==> config.mk <==
export PLATFORM = sky130hd
export DESIGN_NAME = vram_scheduler_flat
export DESIGN_NICKNAME = d
export VERILOG_FILES = /design/src/rtl/vram_scheduler_pkg.sv /design/src/rtl/vram_scheduler_if.sv /design/src/rtl/vram_scan_addr.sv /design/src/rtl/vram_scheduler.sv /design/src/flat_wrapper.sv
export SDC_FILE = /design/constraint.sdc
export NUM_CORES = 1
export LEC_CHECK = 0
export CORE_MARGIN = 5
export CORE_UTILIZATION = 30
export DETAILED_ROUTE_END_ITERATION = 7
export PLACE_DENSITY = 0.64
export SLEW_MARGIN = 15
export SYNTH_ARGS = -nofsm -noshare
export SYNTH_HDL_FRONTEND = slang
export SYNTH_HIERARCHICAL = 1
export SYNTH_SLANG_ARGS = --single-unit
==> constraint.sdc <==
create_clock -name clk -period 3 [get_ports clk]
set_clock_uncertainty 0.2 [all_clocks]
set_input_delay 0.3 -clock clk [delete_from_list [all_inputs] [get_ports clk]]
set_output_delay 0.3 -clock clk [all_outputs]
set_load 0.05 [all_outputs]
==> src/rtl/vram_scheduler_pkg.sv <==
// Shared constants, swap FSM encoding and address helper for the framebuffer
// scheduler and its satellite blocks.
package vram_scheduler_pkg;

    localparam int H_PIX     = 320;
    localparam int V_PIX     = 240;
    localparam int BUF_W     = 17;
    localparam int DATA_W    = 12;
    localparam int FB_PIXELS = H_PIX * V_PIX;

    typedef enum logic {
        SWAP_IDLE = 1'b0,
        SWAP_PEND = 1'b1
    } swap_state_t;

    // Addresses past the last stored pixel are acknowledged but never written.
    function automatic logic fb_addr_ok(input logic [BUF_W-1:0] addr);
        return (addr < BUF_W'(FB_PIXELS));
    endfunction

endpackage

==> src/rtl/vram_scheduler_if.sv <==
// Writer handshake and single-port RAM bus, named from the scheduler's side.
interface vram_scheduler_if;
    import vram_scheduler_pkg::*;

    logic                i_wr_req;
    logic [BUF_W-1:0]    i_wr_addr;
    logic [DATA_W-1:0]   i_wr_data;
    logic                o_wr_ack;
    logic [BUF_W:0]      o_mem_addr;
    logic                o_mem_we;
    logic [DATA_W-1:0]   o_mem_wdata;
    logic [DATA_W-1:0]   i_mem_rdata;

    modport slave (
        input  i_wr_req, i_wr_addr, i_wr_data, i_mem_rdata,
        output o_wr_ack, o_mem_addr, o_mem_we, o_mem_wdata
    );

    modport master (
        output i_wr_req, i_wr_addr, i_wr_data, i_mem_rdata,
        input  o_wr_ack, o_mem_addr, o_mem_we, o_mem_wdata
    );

endinterface

==> src/rtl/vram_scan_addr.sv <==
// Maps a 640x480 scan position onto the 320x240 pixel-doubled buffer address
// using shift-add (line * 320 = line * 256 + line * 64).
module vram_scan_addr
    import vram_scheduler_pkg::*;
(
    input  logic [9:0]       i_hidx,
    input  logic [8:0]       i_vidx,
    output logic [BUF_W-1:0] o_addr
);

    logic [BUF_W-1:0] w_line;
    logic [BUF_W-1:0] w_col;
    logic             w_unused_lsb;

    assign w_line       = {{(BUF_W-8){1'b0}}, i_vidx[8:1]};
    assign w_col        = {{(BUF_W-9){1'b0}}, i_hidx[9:1]};
    assign o_addr       = (w_line << 8) + (w_line << 6) + w_col;
    // Doubling discards the low index bit on both axes.
    assign w_unused_lsb = i_hidx[0] ^ i_vidx[0];

endmodule

==> src/rtl/vram_scheduler.sv <==
// Shares one single-port framebuffer RAM between VGA scan-out and a drawing
// engine, with double buffering swapped at the frame boundary.
module vram_scheduler
    import vram_scheduler_pkg::*;
(
    input  logic        clk,
    input  logic        i_sclr,
    input  logic        i_px_clk,
    input  logic        i_haddr_enb,
    input  logic [9:0]  i_hidx,
    input  logic        i_vaddr_enb,
    input  logic [8:0]  i_vidx,
    input  logic        i_frame_en,
    input  logic        i_swap_req,
    output logic        o_swap_ack,
    output logic        o_front,
    output logic [3:0]  o_vga_red,
    output logic [3:0]  o_vga_green,
    output logic [3:0]  o_vga_blue,
    vram_scheduler_if.slave bus
);

    logic              w_visible;
    logic              w_scan;
    logic [BUF_W-1:0]  w_scan_addr;

    logic [BUF_W:0]    r_mem_addr;
    logic              r_mem_we;
    logic [DATA_W-1:0] r_mem_wdata;
    logic              r_wr_ack;

    swap_state_t       r_swap_state;
    logic              r_front;
    logic              r_swap_ack;

    logic              r_s1_vld;
    logic              r_s1_vis;
    logic              r_s2_vld;
    logic              r_s2_vis;
    logic [DATA_W-1:0] r_s2_pix;
    logic [DATA_W-1:0] r_vga;

    assign w_visible = ~i_haddr_enb & ~i_vaddr_enb;
    assign w_scan    = i_px_clk & w_visible;

    vram_scan_addr u_scan_addr (
        .i_hidx (i_hidx),
        .i_vidx (i_vidx),
        .o_addr (w_scan_addr)
    );

    // RAM arbiter: scan-out first, then the writer; scans never come back-to-back.
    always_ff @(posedge clk or posedge i_sclr) begin
        if (i_sclr) begin
            r_mem_addr  <= '0;
            r_mem_we    <= 1'b0;
            r_mem_wdata <= '0;
            r_wr_ack    <= 1'b0;
        end else if (w_scan) begin
            r_mem_addr  <= {r_front, w_scan_addr};
            r_mem_we    <= 1'b0;
            r_wr_ack    <= 1'b0;
        end else if (bus.i_wr_req) begin
            r_mem_addr  <= {~r_front, bus.i_wr_addr};
            r_mem_we    <= fb_addr_ok(bus.i_wr_addr);
            r_mem_wdata <= bus.i_wr_data;
            r_wr_ack    <= 1'b1;
        end else begin
            r_mem_we    <= 1'b0;
            r_wr_ack    <= 1'b0;
        end
    end

    // Swap FSM: a request arms the swap, the next frame boundary applies it.
    always_ff @(posedge clk or posedge i_sclr) begin
        if (i_sclr) begin
            r_swap_state <= SWAP_IDLE;
            r_front      <= 1'b0;
            r_swap_ack   <= 1'b0;
        end else begin
            case (r_swap_state)
                SWAP_IDLE: begin
                    r_swap_ack <= 1'b0;
                    if (i_swap_req) begin
                        r_swap_state <= SWAP_PEND;
                    end else begin
                        r_swap_state <= SWAP_IDLE;
                    end
                end
                SWAP_PEND: begin
                    if (i_frame_en) begin
                        r_swap_state <= SWAP_IDLE;
                        r_front      <= ~r_front;
                        r_swap_ack   <= 1'b1;
                    end else begin
                        r_swap_state <= SWAP_PEND;
                        r_swap_ack   <= 1'b0;
                    end
                end
                default: begin
                    r_swap_state <= SWAP_IDLE;
                    r_swap_ack   <= 1'b0;
                end
            endcase
        end
    end

    // Colour pipeline: visibility travels with the read data and blanks the pins.
    always_ff @(posedge clk or posedge i_sclr) begin
        if (i_sclr) begin
            r_s1_vld <= 1'b0;
            r_s1_vis <= 1'b0;
            r_s2_vld <= 1'b0;
            r_s2_vis <= 1'b0;
            r_s2_pix <= '0;
            r_vga    <= '0;
        end else begin
            r_s1_vld <= i_px_clk;
            r_s1_vis <= w_visible;
            r_s2_vld <= r_s1_vld;
            if (r_s1_vld) begin
                r_s2_vis <= r_s1_vis;
                r_s2_pix <= bus.i_mem_rdata;
            end else begin
                r_s2_vis <= r_s2_vis;
                r_s2_pix <= r_s2_pix;
            end
            if (r_s2_vld) begin
                r_vga <= r_s2_vis ? r_s2_pix : {DATA_W{1'b0}};
            end else begin
                r_vga <= r_vga;
            end
        end
    end

    assign bus.o_mem_addr  = r_mem_addr;
    assign bus.o_mem_we    = r_mem_we;
    assign bus.o_mem_wdata = r_mem_wdata;
    assign bus.o_wr_ack    = r_wr_ack;
    assign o_front         = r_front;
    assign o_swap_ack      = r_swap_ack;
    assign o_vga_red       = r_vga[11:8];
    assign o_vga_green     = r_vga[7:4];
    assign o_vga_blue      = r_vga[3:0];

endmodule

==> src/flat_wrapper.sv <==
// flat-port wrapper written by rule: the top's interface ports become plain ports
module vram_scheduler_flat import vram_scheduler_pkg::*;
  (clk, i_sclr, i_px_clk, i_haddr_enb, i_hidx, i_vaddr_enb, i_vidx, i_frame_en, i_swap_req, o_swap_ack, o_front, o_vga_red, o_vga_green, o_vga_blue, bus_i_wr_req, bus_i_wr_addr, bus_i_wr_data, bus_i_mem_rdata, bus_o_wr_ack, bus_o_mem_addr, bus_o_mem_we, bus_o_mem_wdata);
  vram_scheduler_if bus_i ();
  input  logic clk;
  input  logic i_sclr;
  input  logic i_px_clk;
  input  logic i_haddr_enb;
  input  logic [9:0] i_hidx;
  input  logic i_vaddr_enb;
  input  logic [8:0] i_vidx;
  input  logic i_frame_en;
  input  logic i_swap_req;
  output logic o_swap_ack;
  output logic o_front;
  output logic [3:0] o_vga_red;
  output logic [3:0] o_vga_green;
  output logic [3:0] o_vga_blue;
  input wire logic [$bits(bus_i.i_wr_req)-1:0] bus_i_wr_req;
  input wire logic [$bits(bus_i.i_wr_addr)-1:0] bus_i_wr_addr;
  input wire logic [$bits(bus_i.i_wr_data)-1:0] bus_i_wr_data;
  input wire logic [$bits(bus_i.i_mem_rdata)-1:0] bus_i_mem_rdata;
  output wire logic [$bits(bus_i.o_wr_ack)-1:0] bus_o_wr_ack;
  output wire logic [$bits(bus_i.o_mem_addr)-1:0] bus_o_mem_addr;
  output wire logic [$bits(bus_i.o_mem_we)-1:0] bus_o_mem_we;
  output wire logic [$bits(bus_i.o_mem_wdata)-1:0] bus_o_mem_wdata;
  assign bus_i.i_wr_req = bus_i_wr_req;
  assign bus_i.i_wr_addr = bus_i_wr_addr;
  assign bus_i.i_wr_data = bus_i_wr_data;
  assign bus_i.i_mem_rdata = bus_i_mem_rdata;
  assign bus_o_wr_ack = bus_i.o_wr_ack;
  assign bus_o_mem_addr = bus_i.o_mem_addr;
  assign bus_o_mem_we = bus_i.o_mem_we;
  assign bus_o_mem_wdata = bus_i.o_mem_wdata;
  vram_scheduler u_core (.clk(clk), .i_sclr(i_sclr), .i_px_clk(i_px_clk), .i_haddr_enb(i_haddr_enb), .i_hidx(i_hidx), .i_vaddr_enb(i_vaddr_enb), .i_vidx(i_vidx), .i_frame_en(i_frame_en), .i_swap_req(i_swap_req), .o_swap_ack(o_swap_ack), .o_front(o_front), .o_vga_red(o_vga_red), .o_vga_green(o_vga_green), .o_vga_blue(o_vga_blue), .bus(bus_i));
endmodule
==> results by group <==
Final layout
  – Area growth from synthesis to layout: 46.6%
  – Area of the multi-input gates: about 1300 um^2
  – FF/Latch Area: about 1600 um^2
  – Number of cells in the finished layout apart from fillers: 508
  – Final instance area: 4440 um^2
  – Core Util, Final: 45.2%
  – Number of fill cells: 970
  – Proportion of layout cells with a drive suffix above 1: 12.3%
  – Diode count: 0
  – Layout Nets: about 460

Synth
  – Syn Inst Count: 261
  – Top-count cell post-synth: dfrtp_1
  – Number of synthesized register bits: 63
  – Avg Inst Size Synth: 11.6 um^2
  – Top cells by area, synth: dfrtp_1, mux2_2, mux2i_1
  – Largest area contributor in the netlist: dfrtp_1
  – Synthesized net count: 346
  – Syn. warnings: 6
  – Post-Syn Area: 3030 um^2
  – Predominant post-synthesis flop cell: dfrtp_1
  – Top cells by count, synth: dfrtp_1, o21ai_0, inv_1, nand2_1, mux2i_1
  – Unique masters post-synth: 34
  – Register area share after synthesis: 52.0%
  – Yosys top cell area share: 52.0%
  – Post-synth EDFFs: 0
  – Ys async rst share: 100%

Timing
  – Setup TNS: 0 ns
  – Slew HR: between 50% and 60%
  – Max frequency: 382 MHz
  – Worst-margin pin slew: 0.631 ns
  – Final Hold Viols: 0
  – Post-route setup slack: between 0.3 and 0.4 ns
  – Final Max Tran Viols: 0
  – Hold Slack: about 0.15 ns
  – Endpoints failing setup: 0
  – Unrepaired setup endpoints after global routing: no
  – Period minus WS final: 2.62 ns
  – Period utilization: 87.2%

Global route
  – Global-route wire length before repair: between 10 and 15 mm
  – Largest net degree at the start of global routing: 64
  – Tot GR Track Use: 12.0%
  – Total gr overflow: 0
  – Vias in the first global route: 2476
  – Initial antenna violation count: 0

Route
  – DRC: 0
  – Final ANT Viol Nets: 0
  – Met1 WL: 3.35 mm
  – DR WL/cell: ~14 um
  – Vias post-DR: about 2300
  – Met3 WL post-DR: approximately 460 um
  – DR top layer: met4
  – Drt first pass iters: 4
  – Avg Vias per Cell: 4.49
  – Final WL: 7.19 mm
  – Routed length on met2: 3.28 mm
  – Initial drt markers: 68

Critical path
  – Critical Path Start Type: input pin
  – R2R cell count: 1
  – Endpoint type of the worst setup path: register
  – Worst-path fanout max: 2
  – WP data required: roughly 3.1 ns
  – CP Data Arrival Time: 2.67 ns
  – Setup CP Type: in2reg

Floorplanning
  – FP Rows: 36
  – IO Count: 114
  – Initial core utilization: 30.8%
  – Die height: 110 um
  – Die width: around 110 um
  – Die area: 12200 um^2
  – Core Region: between 9000 and 10000 um^2

Clock tree
  – Cts-stage hold buffer count: 0
  – Clk slew on worst S/H paths: about 0.070 ns
  – Root Driver: clkbuf_8
  – TritonCTS clock tree: yes
  – Max Root-Sink Buffers: 2
  – H-tree lvl count: 3
  – Num CTS Buffers: 9
  – Setup repair bufs after CTS: 0
  – Clk_lat worst skew: 0.33 ns
  – Clock sinks: 63
  – PostCTS Resize Cnt: 0

Place
  – DP HPWL: 5.42 mm
  – Number of I/O port buffers: ~110
  – Placed Cells: 492
  – Placement Setup Slack: 0.0413 ns
  – Placed Instance Area: 4250 um^2
  – Placer Congestion: 0.719

Power
  – Power per cell area: 576 nW/um^2
  – Max VDD drop: ~0.21 mV
  – Leakage: 1.91 nW
  – Final Power: 2.56 mW

Flow run
  – Max cap viols: 0

Run status
  – Status: completed

Min path
  – Worst min path class: in2async
## layout by cell type, fill, tap and decap left out, drive strengths merged, types with 3 or more instances in the layout
| master | n |
|---|---|
| inv | 24 |
| nor2 | 4 |
| clkbuf | 10 |
| mux2 | 25 |
| nand3 | 15 |
| mux2i | 19 |
| nand2 | 21 |
| clkinv | 4 |
| a21oi | 7 |
| ha | 15 |
| clkdlybuf4s50 | 111 |
| o21ai | 29 |
| dfrtp | 63 |
| buf | 3 |
| xnor2 | 6 |
## worst paths after layout
check	start	endpoint	slack (ns)
worst max-delay path	i_vidx[3]	u_core/bus.o_mem_addr[15]	0.38
worst min-delay path	i_sclr	u_core/bus.o_mem_wdata[5]	0.15
worst max register to register	u_core/r_s1_vld	u_core/r_s2_pix[1]	1.55
worst min register to register	u_core/r_swap_state	u_core/r_swap_state	0.27
max in group asynchronous	i_sclr	u_core/bus.o_mem_addr[6]	2.18
min in group clk	i_px_clk	u_core/r_s1_vld	0.25
## report_power, final
group	leakage [nW]	internal, mW	switching, mW
logic	1.05	0.336	0.486
clock network	0.0960	0.381	0.337
registers	0.767	0.950	0.0654
total	1.91	1.67	0.888
## layout make-up
class,count,share of cell area (%)
clock buffer,10,2.87
clock inverter,6,1.38
inverter,24,2.03
multi-input combinational,158,28.7
sequential,63,35.5
tap,133,3.75
timing repair buffer,114,25.8
## critical path, stage by stage
cell and delay [ns]:
clkdlybuf4s50_1 0.51, inv_1 0.06, fa_1 0.47, inv_1 0.06, fa_1 0.41, a21oi_2 0.19
o22ai_2 0.12, o41ai_2 0.25, xnor2_1 0.16, nand2_1 0.06, o21ai_0 0.07
## flip-flops by register name, summed over array words and instances, names as in the netlist
signal,flops
u_core/bus.o_mem_addr,18
u_core/bus.o_wr_ack,1
u_core/r_s2_vis,1
u_core/bus.o_mem_wdata,12
u_core/r_s1_vld,1
u_core/r_s1_vis,1
u_core/o_front,1
u_core/r_s2_vld,1
u_core/r_swap_state,1
u_core/r_s2_pix,12
u_core/r_vga,12
u_core/bus.o_mem_we,1
u_core/o_swap_ack,1
## logic make-up after synthesis
kind of cell,Yosys count,synth area share [%]
DFF,63,52.0
AOI/OAI and AO/OA,46,9.67
muxes,44,15.6
and+or+nand+nor,44,7.02
buffers and inverters,40,6.15
adders and majority gates,17,7.52
xor gates and xnor gates,7,2.02
## layer usage
metal / GRT usage (%) / vias up
met4: 3.94 / 0
met3: 4.43 / 10
met1: 15.6 / 1084
li1: - / 1106
met5: 0 / -
met2: 18.5 / 79
(Power assumes the default switching activity.)
